**config.mk**
```make
export PLATFORM = sky130hd
export DESIGN_NAME = bcd_converter_seq_flat
export DESIGN_NICKNAME = d
export VERILOG_FILES = /design/src/rtl/bcd_converter_seq_if.sv /design/src/rtl/bcd_converter_seq.sv /design/src/flat_wrapper.sv
export SDC_FILE = /design/constraint.sdc
export NUM_CORES = 1
export LEC_CHECK = 0
export ABC_AREA = 1
export BUFFER_PORTS_ARGS = -buffer_cell sky130_fd_sc_hd__buf_2
export CORE_ASPECT_RATIO = 1.5
export CORE_MARGIN = 2
export CORE_UTILIZATION = 57
export CTS_CLUSTER_DIAMETER = 200
export DETAILED_ROUTE_END_ITERATION = 10
export PLACE_DENSITY = 0.76
export SLEW_MARGIN = 20
export SYNTH_ARGS = -nofsm -noshare
export SYNTH_HDL_FRONTEND = slang
export SYNTH_SLANG_ARGS = --single-unit
```
**constraint.sdc**
```tcl
create_clock -name clk -period 2.8 [get_ports clk]
set_input_delay 0.42 -clock clk [delete_from_list [all_inputs] [get_ports clk]]
set_output_delay 0.42 -clock clk [all_outputs]
set_load 0.005 [all_outputs]
```
**src/rtl/bcd_converter_seq_if.sv**
```systemverilog
// ----------------------------------------------------------------------------
// bcd_converter_seq_if
//  Request/response bundle for the sequential binary-to-BCD converter.
//  Ports (via modports):
//   start       master->slave  request a conversion (taken only while busy==0)
//   binary      master->slave  unsigned value to convert, WIDTH bits
//   busy        slave->master  conversion in progress
//   done        slave->master  one-cycle pulse, results updated
//   bcd         slave->master  4*DIGITS result, digit i at [4i+3:4i]
//   blank_mask  slave->master  bit i set when digit i and all above are zero
//   overflow    slave->master  value exceeded 10^DIGITS-1
// ----------------------------------------------------------------------------
interface bcd_converter_seq_if #(
    parameter int WIDTH  = 16,
    parameter int DIGITS = 5
);
    logic                  start;
    logic [WIDTH-1:0]      binary;
    logic                  busy;
    logic                  done;
    logic [4*DIGITS-1:0]   bcd;
    logic [DIGITS-1:0]     blank_mask;
    logic                  overflow;

    modport master (
        output start,
        output binary,
        input  busy,
        input  done,
        input  bcd,
        input  blank_mask,
        input  overflow
    );

    modport slave (
        input  start,
        input  binary,
        output busy,
        output done,
        output bcd,
        output blank_mask,
        output overflow
    );
endinterface

```
**src/rtl/bcd_converter_seq.sv**
```systemverilog
// ----------------------------------------------------------------------------
// bcd_converter_seq
//  Sequential binary-to-BCD converter (shift-and-add-3), one input bit per
//  clock. Accepts a value on start while idle, produces the BCD digits, a
//  leading-zero blank mask and an overflow flag WIDTH+1 edges later with a
//  one-cycle done pulse. Result outputs only change on completion.
//  Ports:
//   clk    in  rising-edge clock
//   reset  in  asynchronous, active-high reset
//   bus    slave modport of bcd_converter_seq_if (start/binary in,
//          busy/done/bcd/blank_mask/overflow out)
// ----------------------------------------------------------------------------
module bcd_converter_seq #(
    parameter int WIDTH  = 16,
    parameter int DIGITS = 5
) (
    input  logic               clk,
    input  logic               reset,
    bcd_converter_seq_if.slave bus
);
    localparam int CW = $clog2(WIDTH + 1);

    typedef enum logic [0:0] {
        IDLE  = 1'b0,
        SHIFT = 1'b1
    } state_t;

    state_t                state_r;
    logic [WIDTH-1:0]      shift_r;
    logic [4*DIGITS-1:0]   scratch_r;
    logic                  ovf_r;
    logic [CW-1:0]         cnt_r;
    logic                  busy_r;
    logic                  done_r;
    logic [4*DIGITS-1:0]   bcd_r;
    logic [DIGITS-1:0]     blank_r;
    logic                  overflow_r;

    logic [4*DIGITS-1:0]   adjusted_s;
    logic [4*DIGITS-1:0]   scratch_next_s;
    logic                  carry_out_s;

    // Bit i set when digit i and every digit above it is zero; bit 0 is
    // never set so a value of zero still displays a single "0".
    function automatic logic [DIGITS-1:0] blank_of(input logic [4*DIGITS-1:0] v);
        logic             zero_above;
        logic [DIGITS-1:0] m;
        m          = {DIGITS{1'b0}};
        zero_above = 1'b1;
        for (int i = DIGITS - 1; i >= 1; i--) begin
            zero_above = zero_above & (v[4*i +: 4] == 4'd0);
            m[i]       = zero_above;
        end
        return m;
    endfunction

    // Add-3 correction on every digit >= 5, then the one-bit left shift.
    always_comb begin
        adjusted_s = scratch_r;
        for (int i = 0; i < DIGITS; i++) begin
            if (scratch_r[4*i +: 4] >= 4'd5) begin
                adjusted_s[4*i +: 4] = scratch_r[4*i +: 4] + 4'd3;
            end else begin
                adjusted_s[4*i +: 4] = scratch_r[4*i +: 4];
            end
        end
        // The bit pushed out of the top digit is a carry into a digit we do
        // not have, so the value has exceeded 10^DIGITS-1.
        carry_out_s    = adjusted_s[4*DIGITS-1];
        scratch_next_s = {adjusted_s[4*DIGITS-2:0], shift_r[WIDTH-1]};
    end

    // Control FSM, datapath scratch registers and registered outputs.
    always_ff @(posedge clk or posedge reset) begin
        if (reset) begin
            state_r    <= IDLE;
            shift_r    <= {WIDTH{1'b0}};
            scratch_r  <= {(4*DIGITS){1'b0}};
            ovf_r      <= 1'b0;
            cnt_r      <= {CW{1'b0}};
            busy_r     <= 1'b0;
            done_r     <= 1'b0;
            bcd_r      <= {(4*DIGITS){1'b0}};
            blank_r    <= {DIGITS{1'b0}};
            overflow_r <= 1'b0;
        end else begin
            done_r <= 1'b0;
            case (state_r)
                IDLE: begin
                    if (bus.start) begin
                        shift_r   <= bus.binary;
                        scratch_r <= {(4*DIGITS){1'b0}};
                        ovf_r     <= 1'b0;
                        cnt_r     <= CW'(WIDTH);
                        busy_r    <= 1'b1;
                        state_r   <= SHIFT;
                    end else begin
                        state_r   <= IDLE;
                    end
                end
                SHIFT: begin
                    if (cnt_r != {CW{1'b0}}) begin
                        scratch_r <= scratch_next_s;
                        shift_r   <= shift_r << 1'b1;
                        ovf_r     <= ovf_r | carry_out_s;
                        cnt_r     <= cnt_r - CW'(1);
                    end else begin
                        bcd_r      <= scratch_r;
                        overflow_r <= ovf_r;
                        blank_r    <= blank_of(scratch_r);
                        done_r     <= 1'b1;
                        busy_r     <= 1'b0;
                        state_r    <= IDLE;
                    end
                end
                default: begin
                    busy_r  <= 1'b0;
                    state_r <= IDLE;
                end
            endcase
        end
    end

    assign bus.busy       = busy_r;
    assign bus.done       = done_r;
    assign bus.bcd        = bcd_r;
    assign bus.blank_mask = blank_r;
    assign bus.overflow   = overflow_r;

endmodule

```
**src/flat_wrapper.sv**
```systemverilog
// flat-port wrapper written by rule: the top's interface ports become plain ports
module bcd_converter_seq_flat 
#(
    parameter int WIDTH  = 16,
    parameter int DIGITS = 5
)
  (clk, reset, bus_start, bus_binary, bus_busy, bus_done, bus_bcd, bus_blank_mask, bus_overflow);
  bcd_converter_seq_if #(.WIDTH(WIDTH), .DIGITS(DIGITS)) bus_i ();
  input  logic clk;
  input  logic reset;
  input wire logic [$bits(bus_i.start)-1:0] bus_start;
  input wire logic [$bits(bus_i.binary)-1:0] bus_binary;
  output wire logic [$bits(bus_i.busy)-1:0] bus_busy;
  output wire logic [$bits(bus_i.done)-1:0] bus_done;
  output wire logic [$bits(bus_i.bcd)-1:0] bus_bcd;
  output wire logic [$bits(bus_i.blank_mask)-1:0] bus_blank_mask;
  output wire logic [$bits(bus_i.overflow)-1:0] bus_overflow;
  assign bus_i.start = bus_start;
  assign bus_i.binary = bus_binary;
  assign bus_busy = bus_i.busy;
  assign bus_done = bus_i.done;
  assign bus_bcd = bus_i.bcd;
  assign bus_blank_mask = bus_i.blank_mask;
  assign bus_overflow = bus_i.overflow;
  bcd_converter_seq #(.WIDTH(WIDTH), .DIGITS(DIGITS)) u_core (.clk(clk), .reset(reset), .bus(bus_i));
endmodule
```
; ---- After elaboration in Yosys (flattened, before gate mapping)
; Cells that the tools add are included.
[word_totals]
ff_bits = 70
mem_bits_ro = 0
memories = 0
word_cells = 63
out_inout_bits = 28
mem_bits_rw = 0
latchBits = 0
[op_classes]
bitwise = 6
order_cmp = 5
addsub = 6
n_shift = 0
n_mux = 25
reduce_logical = 8
div = 0
eq_ne = 3
multipliers = 0
[ops]
columns = operator, n
row1 = 20-bit two-way mux, 2
row2 = 20-bit case mux with 2 select lines, 1
row3 = 16-bit two-way mux, 2
row4 = 16-bit case mux with 2 select lines, 1
row5 = "4-bit by 2-bit adder with 4-bit output, second input constant", 5
row6 = "4-bit by 3-bit greater-or-equal comparator with 1-bit output, second input constant", 5
row7 = 4-bit two-way mux, 5
row8 = 4-bit zero test, 4
row9 = 5-bit two-way mux, 2
row10 = 5-bit case mux with 2 select lines, 1
row11 = 1-bit two-way mux, 8
row12 = "2-bit != test, second input constant", 3
row13 = 1-bit case mux with 2 select lines, 3
row14 = 2-bit AND reduction, 3
row15 = 5-bit nonzero test, 1
row16 = "5-bit by 1-bit subtractor with 5-bit output, second input constant", 1
row17 = 1-bit AND, 3
row18 = 1-bit NOT, 2
row19 = 1-bit bitwise OR, 1

; ---- Depth between registers and ports, before layout
; Gate-level depths: netlist of the first run.
[depth]
word_depth = 5
mapped_depth = 10

; ---- Least setup slack after synthesis of the first run
; OpenSTA, ideal clock, no wires.
[synth_timing]
path_kind = reg2reg
startpoint = register u_core.cnt_r[0]
endpoint = register u_core.busy_r, in the netlist u_core.bus.busy
stages_incl_launch_ff = 10
arrival_ps = 1374
setup_ps = 116
slack_ps = 1310
cell_sequence = dfrtp_1 -> inv_1 -> ha_1 -> nand3_2 -> nor2_4 -> inv_2 -> buf_6 -> buf_6 -> a21oi_2 -> inv_1
[synth_between]
elab_chain_len = 3
[synth_lines]
columns = item, line
row1 = start: declaration, bcd_converter_seq.sv:32  ; logic [CW-1:0] cnt_r;
row2 = start signal: assignment, bcd_converter_seq.sv:80  ; cnt_r <= {CW{1'b0}};
row3 = start signal: assignment, bcd_converter_seq.sv:94  ; cnt_r <= CW'(WIDTH);
row4 = start signal: assignment, bcd_converter_seq.sv:106  ; cnt_r <= cnt_r - CW'(1);
row5 = 5-bit nonzero test, bcd_converter_seq.sv:102  ; if (cnt_r != {CW{1'b0}}) begin
row6 = 2-bit != test (no line), n/a
row7 = 2-bit AND reduction (no line), n/a
row8 = end signal: assignment, bcd_converter_seq.sv:95  ; busy_r <= 1'b1;
row9 = end signal: assignment, bcd_converter_seq.sv:112  ; busy_r <= 1'b0;
row10 = end signal: assignment, bcd_converter_seq.sv:117  ; busy_r <= 1'b0;
row11 = end: declaration, bcd_converter_seq.sv:33  ; logic busy_r;
; Every way passes these cells.
; A chain may end at the register's enable or synchronous reset.

; ---- Final worst setup path of the first run
[layout_timing]
startpoint = register u_core.cnt_r[1]
endpoint = register u_core.scratch_r[12]
[layout_between]
elab_chain_len = 3
[layout_lines]
columns = item, line
row1 = 5-bit nonzero test, bcd_converter_seq.sv:102
row2 = 2-bit != test (no line), n/a
row3 = 2-bit AND reduction (no line), n/a
row4 = end signal: assignment, bcd_converter_seq.sv:78  ; scratch_r <= {(4*DIGITS){1'b0}};
row5 = end signal: assignment, bcd_converter_seq.sv:92  ; scratch_r <= {(4*DIGITS){1'b0}};
row6 = end signal: assignment, bcd_converter_seq.sv:103  ; scratch_r <= scratch_next_s;
row7 = end: declaration, bcd_converter_seq.sv:30  ; logic [4*DIGITS-1:0] scratch_r;
; Every way passes these cells.

==> results.sh, run 1 <==
export IMPL_cts_root_buf="clkbuf_8"
export IMPL_multi_input_area_sq_um=1480
export IMPL_ios=47
export IMPL_timing_fmax_ghz=0.507
export IMPL_fp_dieArea_sq_um=6800
export IMPL_cap_viol_max_count=0
export IMPL_synthCells=424
export IMPL_vias=2840
export IMPL_portBuffers=45
export IMPL_crit_type="reg -> reg"
export IMPL_synth_nets=457
export IMPL_worst_slew_pin_slew_ns=0.811
export IMPL_wl_mm=6.78
export IMPL_skew_ns=0.00871
export IMPL_ff_latch_area_sq_um=1750
export IMPL_cts_tree="done"
export IMPL_postRouteAntennaNets=0
export IMPL_hold_violations=0
export IMPL_num_rows=35
export IMPL_ctsHoldBuffers=0
export IMPL_clock_latency_ns=0.34
export IMPL_cts_inserted_buffers=9
export IMPL_dp_hpwl_mm=4.68
export IMPL_yosysSeqAreaShare_pct=50.0
export IMPL_final_common_cell="nand2_1"
export IMPL_r2r_start="u_core.cnt_r[1]"
export IMPL_hp_class="in -> async"
export IMPL_drc=0
export IMPL_antenna_found_initial=0
export IMPL_viasPerCell=5.21
export IMPL_die_w_microns=68.0
export IMPL_clock_sinks=70
export IMPL_async_flop_share_pct=100
export IMPL_irDropWorstVdd_mv=0.531
export IMPL_most_common_layout_cells="nand2_1, dfrtp_1, buf_2"
export IMPL_diodes=0
export IMPL_power_per_cell_area_nw_per_um2=1260
export IMPL_status="complete, no violations"
export IMPL_synth_flop_cell="dfrtp_1"
export IMPL_htree_levels=3
export IMPL_ys_warn_count=0
export IMPL_firstDrtPassIters=5
export IMPL_period_minus_slack_ns=1.97
export IMPL_syn_avg_cell_area_sq_um=8.26
export IMPL_die_y_microns=100
export IMPL_cp_end_kind="flop"
export IMPL_reg2reg_depth=8
export IMPL_cts_max_path_buffers=2
export IMPL_final_nets=499
export IMPL_grt_ovfl_total=0
export IMPL_grt_max_degree=48
export IMPL_dpl_cell_area_sq_um=3720
export IMPL_path_max_fanout=35
export IMPL_gp_congestion=0.834
export IMPL_finalSetupViolCount=0
export IMPL_cts_resized=0
export IMPL_grtUsageTotal_pct=22.6
export IMPL_drive_gt1_share_pct=18.7
export IMPL_first_global_vias=2706
export IMPL_netlist_top_cells_area="dfrtp_1, nand2_1, o21ai_0, ha_1, inv_1"
export IMPL_slew_headroom_pct=45.9
export IMPL_synth_top_cell_by_area="dfrtp_1"
export IMPL_synth_seq_cells=70
export IMPL_post_cts_buffers=0
export IMPL_yosysTopAreaCellShare_pct=50.0
export IMPL_grt_pass1_wl_mm=11.8
export IMPL_tns_ns=0
export IMPL_fin_util_pct=66.0
export IMPL_worst_ep_arrival_time_ns=2.23
export IMPL_clkTransAtPathRegs_ns=0.07
export IMPL_area_growth_syn_to_layout_pct=13.9
export IMPL_initial_core_util_pct=58.0
export IMPL_avgRoutedWirePerCell_microns=12.4
export IMPL_maxSlewViolCount=0
export IMPL_cp_required_ns=3.05
export IMPL_synth_distinct_cells=26
export IMPL_fill_cells=516
export IMPL_design_area_sq_um=3990
export IMPL_timing_rr_end="u_core.scratch_r[12]"
export IMPL_cellLeakagePower_nw=2.15
export IMPL_drt_iter0_markers=195
export IMPL_synth_edf_count=0
export IMPL_reg2reg_slack_ns=0.83
export IMPL_start_kind="flop"
export IMPL_synth_area_sq_um=3500
export IMPL_whs_ns=0.135
export IMPL_rsz0062_at_grt="false"
export IMPL_period_share_pct=70.5
export IMPL_core_area_sq_um=6040
==> worst max-delay path by stage <==
stage	startpoint	end	slack (ns)	cells after the start
4_1_cts	u_core.cnt_r[0]	u_core.scratch_r[12]	0.79	8
6_report	u_core.cnt_r[1]	u_core.scratch_r[12]	0.83	8
3_5_place_dp	u_core.cnt_r[1]	u_core.cnt_r[3]	0.83	7
2_1_floorplan	reset	u_core.bus.bcd[0]	0.61	1
3_3_place_gp	u_core.cnt_r[0]	u_core.cnt_r[3]	0.92	7
5_1_grt	u_core.cnt_r[0]	u_core.scratch_r[12]	0.57	8
==> power by group <==
group	internal, W	total (W)	switching (W)
sequential	0.00147	0.00175	0.000275
combinational	0.000783	0.00219	0.00141
clock	0.000704	0.00108	0.000373
==> cells in the mapped netlist, types with 2 or more instances <==
cell,instances
o21ai_1,2
nand3_1,21
o211ai_1,4
buf_4,2
nand2_1,171
ha_1,14
nand2_4,2
nand4_1,5
buf_2,5
a21oi_1,10
clkbuf_1,4
o21ai_0,37
o22ai_1,3
nor3b_1,2
nor2_1,6
inv_1,37
inv_2,3
o21ai_2,14
dfrtp_1,70
buf_6,6
==> cell families after synthesis <==
family	Yosys count	synth area share (%)
DFF	70	50.0
adders and majority gates	14	5.00
other	1	0.107
xor gates and xnor gates	1	0.250
buffers and inverters	57	7.79
AOI/OAI and AO/OA	71	12.1
and+or+nand+nor	210	24.7
==> metal layers <==
layer	up-vias	part of all wire, %	wire length [microns]	track usage, %
met3	9	3.9	265	4.37
met2	55	52	3540	38.3
met4	0	1.6	110	8.77
met5	-	0	0	0
li1	1432	-	-	-
met1	1344	42	2860	27.8
==> critical path, stage by stage, from the launching register on <==
cell and delay (ns):
dfrtp_1 0.37, inv_1 0.11, ha_1 0.23, nand3_2 0.15
nand2_4 0.14, nand2_4 0.21, inv_2 0.45, nand2_1 0.11
o21ai_0 0.11
==> layout make-up <==
cell class / instances / area share [%]
Clock buffer: 10 / 3.45
Clock inverter: 6 / 3.32
Sequential cell: 70 / 43.9
Inverter: 40 / 3.76
Multi-Input combinational cell: 297 / 37.1
Timing Repair Buffer: 48 / 6.21
Tap cell: 74 / 2.32
==> state kept, by name, indices dropped and copies added, names as in the netlist <==
| signal | cells |
|---|---|
| u_core.bus.bcd | 20 |
| u_core.scratch_r | 20 |
| u_core.shift_r | 16 |
| u_core.cnt_r | 5 |
| u_core.bus.blank_mask | 4 |
| u_core.bus.busy | 1 |
| u_core.bus.done | 1 |
| u_core.bus.overflow | 1 |
| u_core.ovf_r | 1 |
| u_core.state_r | 1 |
==> through the flow <==
stage / power, W / setup slack (ns) / cells
2_1_floorplan: 0.00346 / 0.612 / 424
3_3_place_gp: 0.00389 / 0.915 / 529
3_5_place_dp: 0.00395 / 0.831 / 529
4_1_cts: 0.00506 / 0.793 / 545
5_1_grt: 0.00553 / 0.572 / 545
6_report: 0.00501 / 0.826 / 545
Power figures use the tool's default switching activity.
==> inputs of run 2 (changes only) <==
- CORE_UTILIZATION: 57 -> 52
- PLACE_DENSITY: 0.76 -> 0.73
- clock period: 2.8 -> 1.6 ns (I/O delays scaled with it)
==> results.sh, run 2 (synthesized netlist as in run 1, its figures left out) <==
export IMPL_status="complete, no violations"
export IMPL_initial_core_util_pct=53.6
export IMPL_postRouteAntennaNets=0
export IMPL_reg2reg_depth=9
export IMPL_area_growth_syn_to_layout_pct=15.5
export IMPL_cts_inserted_buffers=9
export IMPL_r2r_start="u_core.cnt_r[0]"
export IMPL_clock_latency_ns=0.35
export IMPL_drt_iter0_markers=241
export IMPL_antenna_found_initial=0
export IMPL_hold_end="u_core.shift_r[0]"
export IMPL_irDropWorstVdd_mv=0.924
export IMPL_ios=47
export IMPL_period_minus_slack_ns=1.48
export IMPL_clock_sinks=70
export IMPL_skew_ns=0.00310
export IMPL_htree_levels=3
export IMPL_grt_use_met3_pct=5.81
export IMPL_reg2reg_slack_ns=0.12
export IMPL_final_nets=511
export IMPL_fp_dieArea_sq_um=7420
export IMPL_die_w_microns=71.0
export IMPL_cts_root_buf="clkbuf_8"
export IMPL_hold_violations=0
export IMPL_core_area_sq_um=6530
export IMPL_drive_gt1_share_pct=20.3
export IMPL_cts_max_path_buffers=2
export IMPL_cap_viol_max_count=0
export IMPL_die_y_microns=105
export IMPL_viasPerCell=5.15
export IMPL_hp_class="in -> reg"
export IMPL_crit_type="reg -> reg"
export IMPL_grt_busiest_layer="met2"
export IMPL_stdcell_count=559
export IMPL_power_total_w=0.00852
export IMPL_diodes=0
export IMPL_start_kind="flop"
export IMPL_grtUsageTotal_pct=21.1
export IMPL_wl_mm=7.14
export IMPL_avgRoutedWirePerCell_microns=12.8
export IMPL_fill_cells=611
export IMPL_finalWorstSetupSlack_ns=0.117
export IMPL_place_ws_ns=0.000578
export IMPL_dpl_cell_count=541
export IMPL_cp_end_kind="flop"
export IMPL_vias=2881
export IMPL_grtUsageMet2_pct=35.7
export IMPL_portBuffers=45
export IMPL_worst_ep_arrival_time_ns=1.75
export IMPL_cts_tree="done"
export IMPL_maxSlewViolCount=0
export IMPL_first_global_vias=2701
export IMPL_cp_required_ns=1.86
export IMPL_power_per_cell_area_nw_per_um2=2110
export IMPL_whs_path_depth=3
export IMPL_cellLeakagePower_nw=2.17
export IMPL_most_common_layout_cells="nand2_1, dfrtp_1, buf_2"
export IMPL_fin_util_pct=62.0
export IMPL_dp_hpwl_mm=5.03
export IMPL_timing_rr_end="u_core.scratch_r[8]"
export IMPL_grt_pass1_wl_mm=12.1
export IMPL_timing_fmax_ghz=0.674
export IMPL_gp_congestion=0.833
export IMPL_num_rows=36
export IMPL_min_from="bus_binary[0]"
export IMPL_clkTransAtPathRegs_ns=0.07
export IMPL_grt_ovfl_total=0
export IMPL_firstDrtPassIters=5
export IMPL_period_share_pct=92.7
export IMPL_drc=0
export IMPL_whs_ns=0.0873
export IMPL_grt_use_met1_pct=24.1
export IMPL_final_common_cell="nand2_1"
export IMPL_grt_max_degree=48
export IMPL_finalSetupViolCount=0
export IMPL_path_max_fanout=21
## run 2: changes by cell type in the layout (fill, tap and decap cells not counted), moves of 2 or more
cell       previous run  this run
buf_4                 3        10
bufinv_16             4         0
clkbuf_1              0         5
buf_12                0         4
inv_1                36        34
## run 2: worst max path at each step
stage | depth (start not counted) | slack, ns | endpoint | from
after floorplan | 9 | 0.11 | u_core.bus.busy | u_core.cnt_r[0]
after global placement | 8 | 0.09 | u_core.bus.busy | u_core.cnt_r[0]
after detailed placement | 8 | 0.0006 | u_core.bus.busy | u_core.cnt_r[0]
after CTS | 8 | 0.01 | u_core.bus.busy | u_core.cnt_r[0]
after global routing | 9 | -0.009 | u_core.scratch_r[16] | u_core.cnt_r[0]
final | 9 | 0.12 | u_core.scratch_r[8] | u_core.cnt_r[0]
## run 2: worst max-delay path, cell delays in order, from the launching register on
cell and delay [ns]:
dfrtp_1 0.38, inv_2 0.12, ha_4 0.17, nand3_2 0.13, nand2_4 0.11, nand2_4 0.09, inv_2 0.10, buf_12 0.16
nand2_1 0.05, o21ai_0 0.08
## run 2: layout make-up
type	instances	area, sq um	share of cell area, %
inverter	40	154	3.80
multi-input combinational	297	1490	36.9
timing repair buffer	60	390	9.65
clock inverter	1	5.00	0.124
sequential	70	1750	43.3
clock buffer	15	156	3.87
tap	76	95.1	2.35
## run 2: metal layers
metal / part of all wire, % / up-vias / wire (microns)
met5: 0 / - / 0
met4: 2.3 / 0 / 161
met3: 3.8 / 10 / 274
met2: 51 / 60 / 3650
met1: 43 / 1351 / 3050
li1: - / 1460 / -
## run 2: through the flow
stage / area, sq um / TNS [ns]
floorplan: 3510 / 0
global placement: 3850 / 0
detailed placement: 3850 / 0
CTS: 4030 / 0
global route: 4050 / -0.00947
finish: 4050 / 0
## run 2: where the power goes
| part | internal (W) | total, W | switching (W) |
|---|---|---|---|
| registers | 0.00258 | 0.00308 | 0.000496 |
| logic | 0.00165 | 0.00421 | 0.00255 |
| clock network | 0.000606 | 0.00124 | 0.000631 |
| total | 0.00484 | 0.00852 | 0.00368 |
## run 2: timing repair
action / CTS / global route
setup buffers: 0 / 1
hold endpoints to repair: 14 / 0
cloned: 0 / 0
resized for setup: 1 / 4
pin swaps: 0 / 1
hold buffers: 1 / 0
setup endpoints to repair: 1 / 62
==> inputs of run 3 (changes only) <==
- REMOVE_ABC_BUFFERS: unset -> 1
==> results.sh, run 3 (synthesized netlist as in run 1, its figures left out) <==
export IMPL_vias=2879
export IMPL_most_common_layout_cells="nand2_1, dfrtp_1, buf_2"
export IMPL_period_share_pct=90.8
export IMPL_die_y_microns=105
export IMPL_cts_inserted_buffers=9
export IMPL_diodes=0
export IMPL_grtUsageTotal_pct=20.2
export IMPL_cellLeakagePower_nw=2.25
export IMPL_die_w_microns=71.0
export IMPL_num_rows=36
export IMPL_crit_type="reg -> reg"
export IMPL_grt_pass1_wl_mm=12.1
export IMPL_clock_latency_ns=0.35
export IMPL_dpl_cell_count=546
export IMPL_final_nets=518
export IMPL_cap_viol_max_count=0
export IMPL_fp_dieArea_sq_um=7420
export IMPL_fill_cells=577
export IMPL_maxSlewViolCount=0
export IMPL_grt_use_met1_pct=24.9
export IMPL_cp_slowest_stage_delay_ns=0.38
export IMPL_whs_ns=0.0925
export IMPL_hp_class="in -> reg"
export IMPL_cp_required_ns=1.84
export IMPL_timing_fmax_ghz=0.688
export IMPL_start_kind="flop"
export IMPL_intPower_w=0.00535
export IMPL_htree_levels=3
export IMPL_cts_tree="done"
export IMPL_clkTransAtPathRegs_ns=0.07
export IMPL_initial_core_util_pct=53.6
export IMPL_portBuffers=45
export IMPL_worst_ep_arrival_time_ns=1.69
export IMPL_area_growth_syn_to_layout_pct=18.8
export IMPL_period_minus_slack_ns=1.45
export IMPL_drt_iter0_markers=121
export IMPL_grt_use_met3_pct=4.17
export IMPL_viasPerCell=5.09
export IMPL_critPathSlowestCell="dfrtp_1"
export IMPL_cts_root_buf="clkbuf_8"
export IMPL_grt_max_degree=71
export IMPL_avgRoutedWirePerCell_microns=12.1
export IMPL_antenna_found_initial=0
export IMPL_combPwrFrac_pct=47.4
export IMPL_finalSetupViolCount=0
export IMPL_clock_sinks=70
export IMPL_hold_violations=0
export IMPL_cp_end_kind="flop"
export IMPL_cts_max_path_buffers=2
export IMPL_drive_gt1_share_pct=22.2
export IMPL_irDropWorstVdd_mv=0.898
export IMPL_p_sw_w=0.00371
export IMPL_swShare_pct=40.9
export IMPL_ios=47
export IMPL_postRouteAntennaNets=0
export IMPL_first_global_vias=2821
export IMPL_final_common_cell="nand2_1"
export IMPL_status="complete, no violations"
export IMPL_stdcell_count=566
export IMPL_grtUsageMet2_pct=34.2
export IMPL_wl_mm=6.85
export IMPL_dp_hpwl_mm=4.83
export IMPL_core_area_sq_um=6530
export IMPL_pwr_share_clk_pct=18.7
export IMPL_gp_congestion=0.864
export IMPL_p_seq_share_pct=33.9
export IMPL_skew_ns=0.00879
export IMPL_ff_latch_area_sq_um=1750
export IMPL_path_max_fanout=12
export IMPL_power_per_cell_area_nw_per_um2=2180
export IMPL_firstDrtPassIters=4
export IMPL_grt_ovfl_total=0
export IMPL_power_total_w=0.00906
export IMPL_drc=0
export IMPL_multi_input_area_sq_um=1490
export IMPL_grt_busiest_layer="met2"
export IMPL_rsz0062_at_grt="false"
export IMPL_worstPathCellList="inv_2, ha_2, nand3_2, nand2_4, inv_1, o211ai_1, nand2_1"
## run 3: cell count changes in the layout (fill, tap and decap cells not counted), sizes merged
cell / before / now
inv: 39 / 40
buf: 59 / 66
clkbuf: 15 / 9
bufinv: 0 / 3
clkinv: 1 / 3
## run 3: worst paths after layout
path                                          start  depth (start not counted)                       end  slack (ns)
max                                 u_core.cnt_r[1]                          7      u_core.scratch_r[14]        0.15
min                                   bus_binary[0]                          3         u_core.shift_r[0]        0.09
max reg2reg                         u_core.cnt_r[1]                          7      u_core.scratch_r[14]        0.15
min reg2reg                u_core.bus.blank_mask[4]                          2  u_core.bus.blank_mask[4]        0.47
max in group asynchronous                     reset                          4      u_core.scratch_r[12]        0.80
min in group asynchronous                     reset                          4       u_core.scratch_r[2]        0.50
## run 3: worst max-delay path: cells and delay by family, from the launching register on
kind            cells  cell delay, ns
simple gates        3            0.33
flops               1            0.38
buf+inv             2            0.29
compound gates      1            0.16
fa+ha+maj           1            0.18
## run 3: area by class of cell
cell class	count	area share, %
inverter	40	3.67
multi-input combinational	297	35.7
tap	76	2.29
clock buffer	9	2.98
timing repair buffer	67	10.5
sequential	70	42.1
clock inverter	7	2.71
## run 3: metal layers
layer  share of wire [%]  vias up
li1                    -     1469
met5                   0        -
met1                  46     1346
met2                  50       51
met3                 2.9       13
met4                 2.0        0
## run 3: power groups by stage
stage	clock, W	combinational (W)	sequential [W]
after floorplan	0	0.00275	0.00307
after global routing	0.00179	0.00498	0.00317
final	0.00170	0.00430	0.00307
after detailed placement	0	0.00421	0.00309
after CTS	0.00172	0.00424	0.00306
after global placement	0	0.00408	0.00306
## run 3: what timing repair did
action | 4_1_cts | 5_1_grt
hold buffers | 1 | 0
buffers inserted | 0 | 3
setup endpoints to repair | 0 | 38
gates resized for setup | 0 | 6
endpoints found under the hold margin | 70 | 0
## run 3: stage by stage
step / TNS, ns / utilization [%] / worst slack (ns) / area (sq um)
2_1_floorplan: -34.79 / - / -0.408 / 3380
3_3_place_gp: 0 / 59.3 / 0.167 / 3870
3_5_place_dp: 0 / 59.3 / 0.0739 / 3870
4_1_cts: 0 / 63.1 / 0.0445 / 4120
5_1_grt: 0 / 63.7 / 0.00848 / 4160
6_report: 0 / 63.7 / 0.147 / 4160
